<file path="config.mk">
export PLATFORM = sky130hd
export DESIGN_NAME = icache_refill_ctrl
export DESIGN_NICKNAME = d
export VERILOG_FILES = /design/src/rtl/icache_pkg.sv /design/src/rtl/refill_counter.sv /design/src/rtl/icache_refill_ctrl.sv
export SDC_FILE = /design/constraint.sdc
export NUM_CORES = 1
export LEC_CHECK = 0
export CAP_MARGIN = 5
export CELL_PAD_IN_SITES_DETAIL_PLACEMENT = 2
export CELL_PAD_IN_SITES_GLOBAL_PLACEMENT = 2
export CORE_AREA = 2 2 78 80
export DETAILED_ROUTE_END_ITERATION = 10
export DIE_AREA = 0 0 80 82
export PLACE_DENSITY = 0.84
export SETUP_SLACK_MARGIN = 0.3
export SLEW_MARGIN = 0
export SYNTH_ARGS = -nofsm -noshare
export SYNTH_HDL_FRONTEND = slang
export SYNTH_HIERARCHICAL = 1
export SYNTH_SLANG_ARGS = --single-unit
</file>
<file path="constraint.sdc">
create_clock -name clk -period 3.1 [get_ports clk]
set_input_delay 0.62 -clock clk [delete_from_list [all_inputs] [get_ports clk]]
set_output_delay 0.62 -clock clk [all_outputs]
set_load 0.02 [all_outputs]
</file>
<file path="src/rtl/icache_pkg.sv">
// Shared types and constants for the OTTER instruction-cache refill logic.
package icache_pkg;

    typedef enum logic [1:0] {
        IDLE = 2'd0,
        FILL = 2'd1,
        DONE = 2'd2
    } refill_state_t;

    localparam int BYTE_OFF_W = 2;

    // Width of the word index inside a line; a single-word line still needs one bit.
    function automatic int off_width(input int words);
        return (words > 1) ? $clog2(words) : 1;
    endfunction

endpackage

</file>
<file path="src/rtl/refill_counter.sv">
// Wrap-around word index plus beat counter for one line refill.
module refill_counter #(
    parameter int WORDS = 4,
    parameter int OFF_W = 2
) (
    input  logic             clk,
    input  logic             reset,
    input  logic             start,
    input  logic [OFF_W-1:0] start_index,
    input  logic             advance,
    output logic [OFF_W-1:0] index,
    output logic             last
);

    logic [OFF_W-1:0] count;

    // index wraps naturally at OFF_W bits, which is the line length for power-of-two lines
    always_ff @(posedge clk or posedge reset) begin
        if (reset) begin
            index <= '0;
            count <= '0;
        end else if (start) begin
            index <= start_index;
            count <= '0;
        end else if (advance) begin
            index <= index + 1'b1;
            count <= count + 1'b1;
        end
    end

    assign last = (count == OFF_W'(WORDS - 1));

endmodule

</file>
<file path="src/rtl/icache_refill_ctrl.sv">
// Line-refill controller: fetches one cache line per miss, one word per memory beat.
module icache_refill_ctrl
    import icache_pkg::*;
#(
    parameter int  ADDR_WIDTH     = 32,
    parameter int  WORDS_PER_LINE = 4,
    parameter int  CWF            = 0,
    localparam int OFF_W          = off_width(WORDS_PER_LINE)
) (
    input  logic                  clk,
    input  logic                  reset,
    input  logic                  miss,
    input  logic [ADDR_WIDTH-1:0] miss_addr,
    output logic                  mem_req,
    output logic [ADDR_WIDTH-1:0] mem_addr,
    input  logic                  mem_valid,
    output logic [OFF_W-1:0]      word_sel,
    output logic                  load,
    output logic                  data_good,
    output logic                  busy
);

    localparam int LINE_LSB = OFF_W + BYTE_OFF_W;

    refill_state_t         state;
    logic [ADDR_WIDTH-1:0] base;
    logic [OFF_W-1:0]      index;
    logic [OFF_W-1:0]      start_index;
    logic                  last;
    logic                  start;
    logic                  unused_byte_bits;

    assign start       = (state == IDLE) && miss;
    assign load        = (state == FILL) && mem_valid;
    assign start_index = (CWF != 0) ? miss_addr[LINE_LSB-1:BYTE_OFF_W] : '0;
    assign word_sel    = index;
    assign mem_addr    = base | {{(ADDR_WIDTH-LINE_LSB){1'b0}}, index, {BYTE_OFF_W{1'b0}}};

    // the byte offset within a word never affects the fetch
    assign unused_byte_bits = ^miss_addr[BYTE_OFF_W-1:0];

    refill_counter #(
        .WORDS (WORDS_PER_LINE),
        .OFF_W (OFF_W)
    ) u_counter (
        .clk         (clk),
        .reset       (reset),
        .start       (start),
        .start_index (start_index),
        .advance     (load),
        .index       (index),
        .last        (last)
    );

    always_ff @(posedge clk or posedge reset) begin
        if (reset) begin
            state     <= IDLE;
            base      <= '0;
            mem_req   <= 1'b0;
            busy      <= 1'b0;
            data_good <= 1'b0;
        end else begin
            case (state)
                IDLE: begin
                    if (miss) begin
                        state   <= FILL;
                        base    <= {miss_addr[ADDR_WIDTH-1:LINE_LSB], {LINE_LSB{1'b0}}};
                        mem_req <= 1'b1;
                        busy    <= 1'b1;
                    end
                end
                FILL: begin
                    // wait states simply hold everything until the next valid beat
                    if (mem_valid && last) begin
                        state     <= DONE;
                        mem_req   <= 1'b0;
                        data_good <= 1'b1;
                    end
                end
                DONE: begin
                    state     <= IDLE;
                    data_good <= 1'b0;
                    busy      <= 1'b0;
                end
                default: begin
                    state     <= IDLE;
                    mem_req   <= 1'b0;
                    busy      <= 1'b0;
                    data_good <= 1'b0;
                end
            endcase
        end
    end

endmodule

</file>
==> flow_summary.toml, run 1 <==
[sta]
rsz0062_at_grt = "false"
report.final.setup_viol = 0
transition_time_at_the_pin_with_the_least_slew_margin_ns = 0.638
achievable-frequency_mhz = 372
timing.max_slew.rel_slack_pct = 57.4
timing.final.crit_share_pct = 86.7
finClkSkew_ns = 0.00964
setup_ws_ns = 0.414
finalWorstPathRequiredPeriod_ns = 2.69
final.hold.worst_slack_ns = 0.489
hold_violations = 0
timing_max_transition_violations_final = 0
final.setup.tns_ns = 0

[hold_path]
hp-class = "register to register"
holdPathEnd = "base[22]$_DFFE_PP0P_"
hold_path_depth = 1
hold_path_startpoint = "base[22]$_DFFE_PP0P_"

[critical_path]
r2r_cells = 3
regToRegStartpoint = "state[0]$_DFFE_PP0P_"
cp.arrival_ns = 2.07
critPathRequiredTime_ns = 2.48
setup.reg_to_reg.worst_slack_ns = 1.34
peak_fanout_along_the_critical_path = 6
rr_endpoint = "base[8]$_DFFE_PP0P_"
startpoint_class = "input port"
worstSetupEndpointType = "primary output"
critical_path.startpoint = "mem_valid"
critPathKind = "input port to primary output"

[grt]
grt_antenna_before_repair = 0
grt_pass1_vias = 1234
globalRouteOverflowTotal = 0
grt_start_max_net_pins = 19
globalRouteTotalUtil_pct = 12.7
grt_first_pass_wirelength_mm = 6.19

[synthesis]
number_of_storage_elements_in_the_synthesis_netlist = 37
edff_count_synth = 0
postSynth.asyncResetShare_pct = 100
post_synthesis_sequential_area_ratio_pct = 61.7
synth_area_um2 = 1500
yosys_most_used_dff = "sky130_fd_sc_hd__dfrtp_1"
post_synth_num_cell_types = 24
synth_area_per_cell_um2 = 15.0
syn-instance-count = 100
yosys-top-cells-area = "sky130_fd_sc_hd__dfrtp_1 (62%), sky130_fd_sc_hd__mux2_2 (20%), sky130_fd_sc_hd__buf_6 (2.3%)"
synth_top_cell_area_share_pct = 61.7
synth_warnings = 6
cell_type_with_the_largest_total_area_after_synthesis = "sky130_fd_sc_hd__dfrtp_1"

[layout]
final_nets = 210
final.fill_count = 580
final-seq-area_um2 = 926
antenna_cells = 0
layout-area-overhead-vs-synth_pct = 57.6
multiInputGateArea_um2 = 512
layout-drive-gt1-share_pct = 21.8

[placed_design]
gpl.final_weighted_congestion = 0.707
detailedPlace.worstSlack_ns = 0.315
dp.final_hpwl_mm = 3.17
io_buffers = 67

[routing]
wl_met2_mm = 2.31
route.detailed.drc = 0
detail_route.first_pass.iterations = 2
detailroute.via_count = 1052
routed_wirelength_mm = 3.94
wl_met3_um = 175
route.antenna.remaining_nets = 0
vias_per_cell = 4.22
met1Wirelength_mm = 1.41
detailedRoute.firstIterationViolations = 10
post_drt_wl_per_cell_um = 15.8
dr.max_layer_used = "met4"

[floorplanning]
initial_utilization_pct = 26.1
dieArea_um2 = 6560
boundaryPins = 74
core_outline_area_um2 = 5750
die_h_um = 82
die_width_um = 80
placementRows = 28

[clocking]
htree_levels = 2
clock_tree.root_cell = "sky130_fd_sc_hd__clkbuf_8"
tritoncts = "yes"
worst_skew_pair.late_latency_ns = 0.28
cts_hold_repair.buffers = 0
number_of_buffers_on_the_longest_clock_path = 2
clk_pin_slew_ns = 0.07
cts_buffers = 5
clkSinkCount = 37

[job]
max-cap-violations = 0

[outcome]
outcome = "completed"

[power]
vdd.ir_drop.worst_v = 0.000344
p_leak_uw = 0.000974
power_per_unit_of_standard_cell_area_nw_per_um2 = 1100
==> cells in the mapped netlist (all sizes together) (2+ instances only) <==
cell / count
dfrtp: 37
mux2: 28
buf: 7
nor2: 4
inv: 3
nand2: 3
and2b: 2
nor3b: 2
xnor2: 2
==> repair_timing <==
| item | in CTS | in global routing |
|---|---|---|
| setup endpoints to repair | 0 | 1 |
| resized for setup | 0 | 1 |
| buffers inserted | 0 | 0 |
==> metrics by stage <==
step	cell area [um^2]	total power (uW)	util [%]	std cells
6_report	2360	2600	41.2	249
5_1_grt	2360	2770	41.2	249
4_1_cts	2360	2650	41.1	249
2_1_floorplan	1510	1580	-	103
3_3_place_gp	2250	2130	39.1	241
3_5_place_dp	2250	2220	39.1	241
==> kinds of logic (layout without fill, tap and decap cells) <==
family | Yosys count | count (layout) | share of synthesized area (%)
compound gates | 6 | 6 | 3.17
xor+xnor | 2 | 2 | 1.17
fa+ha+maj | 1 | 1 | 0.834
buf+inv | 10 | 81 | 5.00
flops | 37 | 37 | 61.7
mux | 29 | 29 | 21.7
other cells | 1 | 4 | 0.250
simple gates | 14 | 14 | 6.17
==> per-layer routing <==
metal	track usage [%]	vias up
met5	0	-
met4	5.59	0
met3	2.09	2
met2	25.3	34
met1	12.9	533
li1	-	483
==> cells in the final DEF (no fill, tap or decap) <==
cell type | Yosys | final
sky130_fd_sc_hd__nor2b_1 | 1 | 1
sky130_fd_sc_hd__xnor2_1 | 2 | 2
sky130_fd_sc_hd__clkbuf_1 | 0 | 1
sky130_fd_sc_hd__nor3b_1 | 1 | 1
sky130_fd_sc_hd__conb_1 | 1 | 4
sky130_fd_sc_hd__inv_1 | 3 | 3
sky130_fd_sc_hd__o21a_1 | 1 | 1
sky130_fd_sc_hd__nand2_1 | 3 | 3
sky130_fd_sc_hd__nor2_1 | 4 | 4
sky130_fd_sc_hd__o21ai_0 | 1 | 1
sky130_fd_sc_hd__bufinv_16 | 0 | 1
sky130_fd_sc_hd__a311oi_1 | 1 | 1
sky130_fd_sc_hd__a31oi_1 | 1 | 1
sky130_fd_sc_hd__and3_2 | 0 | 1
sky130_fd_sc_hd__ha_1 | 1 | 1
sky130_fd_sc_hd__clkbuf_8 | 0 | 6
sky130_fd_sc_hd__a221o_1 | 1 | 1
sky130_fd_sc_hd__and4bb_1 | 1 | 1
sky130_fd_sc_hd__buf_12 | 0 | 1
sky130_fd_sc_hd__clkdlybuf4s50_1 | 0 | 67
sky130_fd_sc_hd__and2b_1 | 2 | 2
sky130_fd_sc_hd__mux2i_1 | 1 | 1
sky130_fd_sc_hd__dfrtp_1 | 37 | 37
sky130_fd_sc_hd__buf_4 | 4 | 2
sky130_fd_sc_hd__nor3b_4 | 1 | 1
sky130_fd_sc_hd__mux2_2 | 26 | 26
sky130_fd_sc_hd__a311o_1 | 1 | 1
sky130_fd_sc_hd__mux2_1 | 2 | 2
==> worst max-delay path, cell delays in order <==
cell	delay (ns)
sky130_fd_sc_hd__clkdlybuf4s50_1	0.53
sky130_fd_sc_hd__and3_2	0.29
sky130_fd_sc_hd__clkdlybuf4s50_1	0.63
==> layout make-up <==
class,count,share of cell area (%)
clock inverter,1,1.27
timing repair buffer,70,29.8
sequential,37,39.2
multi-input combinational,56,21.6
inverter,3,0.476
tap,75,3.97
clock buffer,7,3.65
==> worst max path at each step <==
stage / to / slack [ns] / cells after the start
2_1_floorplan: u_counter/index[1]$_DFFE_PP0P_ / 1.46 / 4
3_3_place_gp: load / 0.36 / 3
3_5_place_dp: load / 0.32 / 3
4_1_cts: load / 0.32 / 3
5_1_grt: load / 0.39 / 3
6_report: load / 0.41 / 3
==> flip-flops by register name, summed over array words and instances, names as in the netlist <==
| name | flops |
|---|---|
| base | 28 |
| busy | 1 |
| data_good | 1 |
| mem_req | 1 |
| state | 2 |
| u_counter/count | 2 |
| u_counter/index | 2 |
==> where the power goes <==
part           switching (uW)  total [uW]  internal, uW
clock                     156         418           262
sequential                157         886           729
combinational             589        1290           703
Power figures use the tool's default switching activity.
==> run 2, diff against run 1 <==
Settings changed: CAP_MARGIN 5 to not set, GPL_ROUTABILITY_DRIVEN set to 1, SETUP_SLACK_MARGIN 0.3 to 0.02.
==> flow_summary.toml, run 2 (synthesis gave the netlist of run 1 again) <==
[placed_design]
io_buffers = 67
dp.final_hpwl_mm = 3.17
place_area_um2 = 2250
gpl.final_weighted_congestion = 0.707

[routing]
detail_route.first_pass.iterations = 2
detailedRoute.firstIterationViolations = 10
routed_wirelength_mm = 3.94
detailroute.via_count = 1052
post_drt_wl_per_cell_um = 15.8
vias_per_cell = 4.22
route.antenna.remaining_nets = 0
route.detailed.drc = 0

[critical_path]
worstSetupEndpointType = "primary output"
cell_by_cell_listing_of_the_critical_path = "clkdlybuf4s50_1 > and3_1 > clkdlybuf4s50_1"
crit_path_max_incr_delay_ns = 0.66
startpoint_class = "input port"
critical_path.slowest_cell = "sky130_fd_sc_hd__clkdlybuf4s50_1"
critPathRequiredTime_ns = 2.48
crit_path_top_cell_by_count = "sky130_fd_sc_hd__clkdlybuf4s50_1"
path_delay_family = "buffers and inverters"
cp.arrival_ns = 2.14
peak_fanout_along_the_critical_path = 6
critical_path.n_buffers_inverters = 2
critPathKind = "input port to primary output"

[floorplanning]
core_outline_area_um2 = 5750
placementRows = 28
die_h_um = 82
die_width_um = 80
dieArea_um2 = 6560
boundaryPins = 74
initial_utilization_pct = 26.1

[power]
p_int_uw = 1690
switching_share_pct = 34.8
pwr-share-comb_pct = 49.7
p_leak_uw = 0.000974
clockPowerShare_pct = 16.1
power.net_switching_uw = 903
power.share.sequential_pct = 34.1
power_per_unit_of_standard_cell_area_nw_per_um2 = 1100
vdd.ir_drop.worst_v = 0.000344

[grt]
globalRouteOverflowTotal = 0
grt_start_max_net_pins = 19
grt_pass1_vias = 1234
grt_first_pass_wirelength_mm = 6.19
grt_antenna_before_repair = 0
globalRouteTotalUtil_pct = 12.7

[layout]
final_nets = 210
registers.top_by_ff_count = "base"
most-common-layout-cells = "sky130_fd_sc_hd__clkdlybuf4s50_1 (67), sky130_fd_sc_hd__dfrtp_1 (37), sky130_fd_sc_hd__mux2_2 (26)"
final.fill_count = 578
final_cell_area_um2 = 2360
layout-drive-gt1-share_pct = 21.3
layout.cells.most_common = "sky130_fd_sc_hd__clkdlybuf4s50_1"
layout-area-overhead-vs-synth_pct = 57.5
antenna_cells = 0
largest_register_ffs = 28

[clocking]
htree_levels = 2
clock_tree.root_cell = "sky130_fd_sc_hd__clkbuf_8"
clkSinkCount = 37
clk_pin_slew_ns = 0.07
cts_hold_repair.buffers = 0
number_of_buffers_on_the_longest_clock_path = 2
cts-resized-gates = 0
tritoncts = "yes"
worst_skew_pair.late_latency_ns = 0.28
cts_buffers = 5
post-cts-setup-buffer-count = 0

[sta]
finalWorstPathRequiredPeriod_ns = 2.76
final.setup.tns_ns = 0
hold_violations = 0
report.final.setup_viol = 0
timing_max_transition_violations_final = 0
timing.final.crit_share_pct = 89.2
timing.max_slew.rel_slack_pct = 57.4
finClkSkew_ns = 0.00964
achievable-frequency_mhz = 362
transition_time_at_the_pin_with_the_least_slew_margin_ns = 0.638
rsz0062_at_grt = "false"

[outcome]
outcome = "completed"

[job]
max-cap-violations = 0

[hold_path]
hp-class = "register to register"
-- run 2: cell count changes in the layout (fill, tap and decap cells not counted) --
cell / previous run / this run
sky130_fd_sc_hd__and3_2: 1 / 0
sky130_fd_sc_hd__and3_1: 0 / 1
-- run 2: power by group through the flow --
stage	registers (uW)	logic, uW	clock network (uW)
floorplan	1140	438	0
global placement	871	1260	0
detailed placement	902	1320	0
CTS	894	1320	441
global route	924	1380	463
finish	886	1290	418
-- run 2: final timing paths --
check | start | end | slack, ns | cells past startpoint
worst max-delay path | mem_valid | load | 0.34 | 3
worst min-delay path | base[22]$_DFFE_PP0P_ | base[22]$_DFFE_PP0P_ | 0.49 | 1
worst max register to register | state[0]$_DFFE_PP0P_ | base[8]$_DFFE_PP0P_ | 1.34 | 3
worst min register to register | base[22]$_DFFE_PP0P_ | base[22]$_DFFE_PP0P_ | 0.49 | 1
max in group asynchronous | reset | base[16]$_DFFE_PP0P_ | 1.65 | 3
min in group asynchronous | reset | u_counter/index[1]$_DFFE_PP0P_ | 0.56 | 2
-- run 2: through the flow --
step	cells	hold slack, ns	total power (uW)	util, %	setup WS (ns)
2_1_floorplan	103	0.386	1580	-	1.46
3_3_place_gp	241	0.466	2130	39.1	0.358
3_5_place_dp	241	0.477	2220	39.1	0.315
4_1_cts	249	0.494	2650	41.1	0.315
5_1_grt	249	0.507	2770	41.1	0.297
6_report	249	0.489	2600	41.1	0.335
-- run 2: worst register-to-register path, stage by stage (launching register included) --
cell and delay (ns):
sky130_fd_sc_hd__dfrtp_1 0.48, sky130_fd_sc_hd__nor3b_4 0.53, sky130_fd_sc_hd__buf_4 0.28, sky130_fd_sc_hd__mux2_2 0.35
-- run 2: cell type report --
class | count | area, um^2 | share of cell area, %
clock buffer | 7 | 86.3 | 3.65
sequential | 37 | 926 | 39.2
tap | 75 | 93.8 | 3.97
multi-input combinational | 56 | 510 | 21.6
timing repair buffer | 70 | 706 | 29.9
inverter | 3 | 11.3 | 0.476
clock inverter | 1 | 30.0 | 1.27
-- run 2: per-layer routing --
layer  GRT usage [%]  routed length (um)  vias to the layer above
li1                -                   -                      483
met1            12.9                1410                      533
met2            25.3                2310                       34
met3            2.09                 175                        2
met4            5.59                  40                        0
met5               0                   0                        -
==> run 3, diff against run 2 <==
Settings changed: ABC_AREA set to 1, CORE_AREA 2 2 78 80 to 2 2 85 87, DIE_AREA 0 0 80 82 to 0 0 87 89, PLACE_DENSITY 0.84 to 0.83.
==> flow_summary.toml, run 3 <==
[critical_path]
path_delay_family = "buffers and inverters"
worstSetupEndpointType = "primary output"
crit_path_top_cell_by_count = "sky130_fd_sc_hd__clkdlybuf4s50_1"
regToRegStartpoint = "state[0]$_DFFE_PP0P_"
critical_path.n_buffers_inverters = 3
cp_num_cells = 4
startpoint_class = "input port"
r2r_cells = 7
critical_path.slowest_cell = "sky130_fd_sc_hd__clkdlybuf4s50_1"
critical_path.startpoint = "mem_valid"
critPathRequiredTime_ns = 2.48
cp.arrival_ns = 1.98
critPathKind = "input port to primary output"
peak_fanout_along_the_critical_path = 2
crit_path_max_incr_delay_ns = 0.66
cell_by_cell_listing_of_the_critical_path = "clkdlybuf4s50_1 > inv_1 > nor2_1 > clkdlybuf4s50_1"

[layout]
most-common-layout-cells = "sky130_fd_sc_hd__nand2_1 (103), sky130_fd_sc_hd__clkdlybuf4s50_1 (67), sky130_fd_sc_hd__dfrtp_1 (37)"
registers.top_by_ff_count = "base"
final_cell_area_um2 = 2360
instances_no_fill = 329
antenna_cells = 0
final_nets = 285
layout-drive-gt1-share_pct = 6.02
largest_register_ffs = 28
layout.cells.most_common = "sky130_fd_sc_hd__nand2_1"
layout-area-overhead-vs-synth_pct = 56.0

[routing]
detailroute.via_count = 1370
route.antenna.remaining_nets = 0
detailedRoute.firstIterationViolations = 23
route.detailed.drc = 0
detail_route.first_pass.iterations = 4
post_drt_wl_per_cell_um = 12.5
vias_per_cell = 4.16
routed_wirelength_mm = 4.12

[synthesis]
yosys-top-cells-area = "sky130_fd_sc_hd__dfrtp_1 (61%), sky130_fd_sc_hd__nand2_1 (26%), sky130_fd_sc_hd__inv_1 (2.5%)"
synth_top_cell_area_share_pct = 61.1
number_of_storage_elements_in_the_synthesis_netlist = 37
post_synth_num_cell_types = 17
postSynth.asyncResetShare_pct = 100
synth_warnings = 6
cell_type_with_the_largest_total_area_after_synthesis = "sky130_fd_sc_hd__dfrtp_1"
synth_area_um2 = 1520
synth_area_per_cell_um2 = 8.51
post_synthesis_sequential_area_ratio_pct = 61.1
edff_count_synth = 0
yosys-top-cells-count = "sky130_fd_sc_hd__nand2_1 (103), sky130_fd_sc_hd__dfrtp_1 (37), sky130_fd_sc_hd__inv_1 (10)"
syn-instance-count = 178
yosys.cell_count.top_type = "sky130_fd_sc_hd__nand2_1"
yosys_most_used_dff = "sky130_fd_sc_hd__dfrtp_1"

[placed_design]
io_buffers = 67
gpl.final_weighted_congestion = 0.708
place_area_um2 = 2250
post-place-cells = 321
dp.final_hpwl_mm = 2.94

[power]
p_leak_uw = 0.00118
power_per_unit_of_standard_cell_area_nw_per_um2 = 1030
vdd.ir_drop.worst_v = 0.000288

[floorplanning]
die_h_um = 89
initial_utilization_pct = 22.6
dieArea_um2 = 7740
die_width_um = 87
boundaryPins = 74
placementRows = 30
core_outline_area_um2 = 6720

[clocking]
cts_hold_repair.buffers = 0
post-cts-setup-buffer-count = 0
clk_pin_slew_ns = 0.07
worst_skew_pair.late_latency_ns = 0.28
htree_levels = 2
number_of_buffers_on_the_longest_clock_path = 2
cts-resized-gates = 0
clkSinkCount = 37
cts_buffers = 5
clock_tree.root_cell = "sky130_fd_sc_hd__clkbuf_8"
tritoncts = "yes"

[grt]
globalRouteTotalUtil_pct = 11.6
grt_start_max_net_pins = 35
grt_antenna_before_repair = 0
grt_first_pass_wirelength_mm = 7.08
grt_pass1_vias = 1532
globalRouteOverflowTotal = 0

[sta]
report.final.setup_viol = 0
finalWorstPathRequiredPeriod_ns = 2.60
timing.final.crit_share_pct = 83.8
transition_time_at_the_pin_with_the_least_slew_margin_ns = 0.609
rsz0062_at_grt = "false"
achievable-frequency_mhz = 385
hold_violations = 0
final.setup.tns_ns = 0
finClkSkew_ns = 0.00783
timing.max_slew.rel_slack_pct = 59.3
timing_max_transition_violations_final = 0

[hold_path]
hold_path_startpoint = "base[9]$_DFFE_PP0P_"
hold_path_depth = 2
hp-class = "register to register"

[job]
max-cap-violations = 0

[outcome]
outcome = "completed"
==> run 3: layout make-up <==
class	count	area, um^2
flip-flops and latches	37	926
multi-input cells	123	487
repair buffers	70	693
clock inverters	1	30.0
inverters	11	41.3
clock buffers	7	86.3
fillers	762	4360
well taps	80	100
==> run 3: kinds of logic (layout without fill, tap and decap cells) <==
group,Yosys count,in the layout,synth area share (%)
AOI/OAI and AO/OA,3,3,0.990
DFF,37,37,61.1
adders and majority gates,1,1,0.826
other,1,4,0.247
and+or+nand+nor,115,115,29.3
buffers and inverters,21,89,7.51
==> run 3: final timing paths <==
check	endpoint	slack, ns
worst max-delay path	load	0.50
worst min-delay path	base[9]$_DFFE_PP0P_	0.48
worst max register to register	u_counter/index[1]$_DFFE_PP0P_	1.54
worst min register to register	base[9]$_DFFE_PP0P_	0.48
max in group asynchronous	base[26]$_DFFE_PP0P_	2.02
min in group asynchronous	u_counter/count[1]$_DFFE_PP0P_	0.55
==> run 3: routing by layer <==
metal,wire (um),global-route usage (%)
met1,1780,13.7
met2,2060,20.6
met3,255,3.05
met4,23,3.84
met5,0,0
==> run 3: where the power goes <==
group / leakage [uW] / internal, uW / total (uW) / switching (uW)
Clock: 0.0000585 / 262 / 426 / 164
Combinational: 0.000670 / 539 / 1170 / 630
Sequential: 0.000452 / 704 / 836 / 131
Total: 0.00118 / 1510 / 2430 / 925
==> run 3: stage by stage <==
step / setup WS [ns] / hold slack, ns / total power, uW / utilization [%]
detailed placement: 0.498 / 0.468 / 2040 / 33.4
finish: 0.503 / 0.481 / 2430 / 35.2
CTS: 0.492 / 0.488 / 2490 / 35.2
global route: 0.432 / 0.504 / 2640 / 35.2
floorplan: 1.43 / 0.386 / 1460 / -
global placement: 0.514 / 0.461 / 2000 / 33.4
==> run 3: worst reg2reg max path: cells and delay by family, from the launching register on <==
family        cells  cell delay (ns)
buf+inv           1             0.45
flops             1             0.42
simple gates      6             0.63
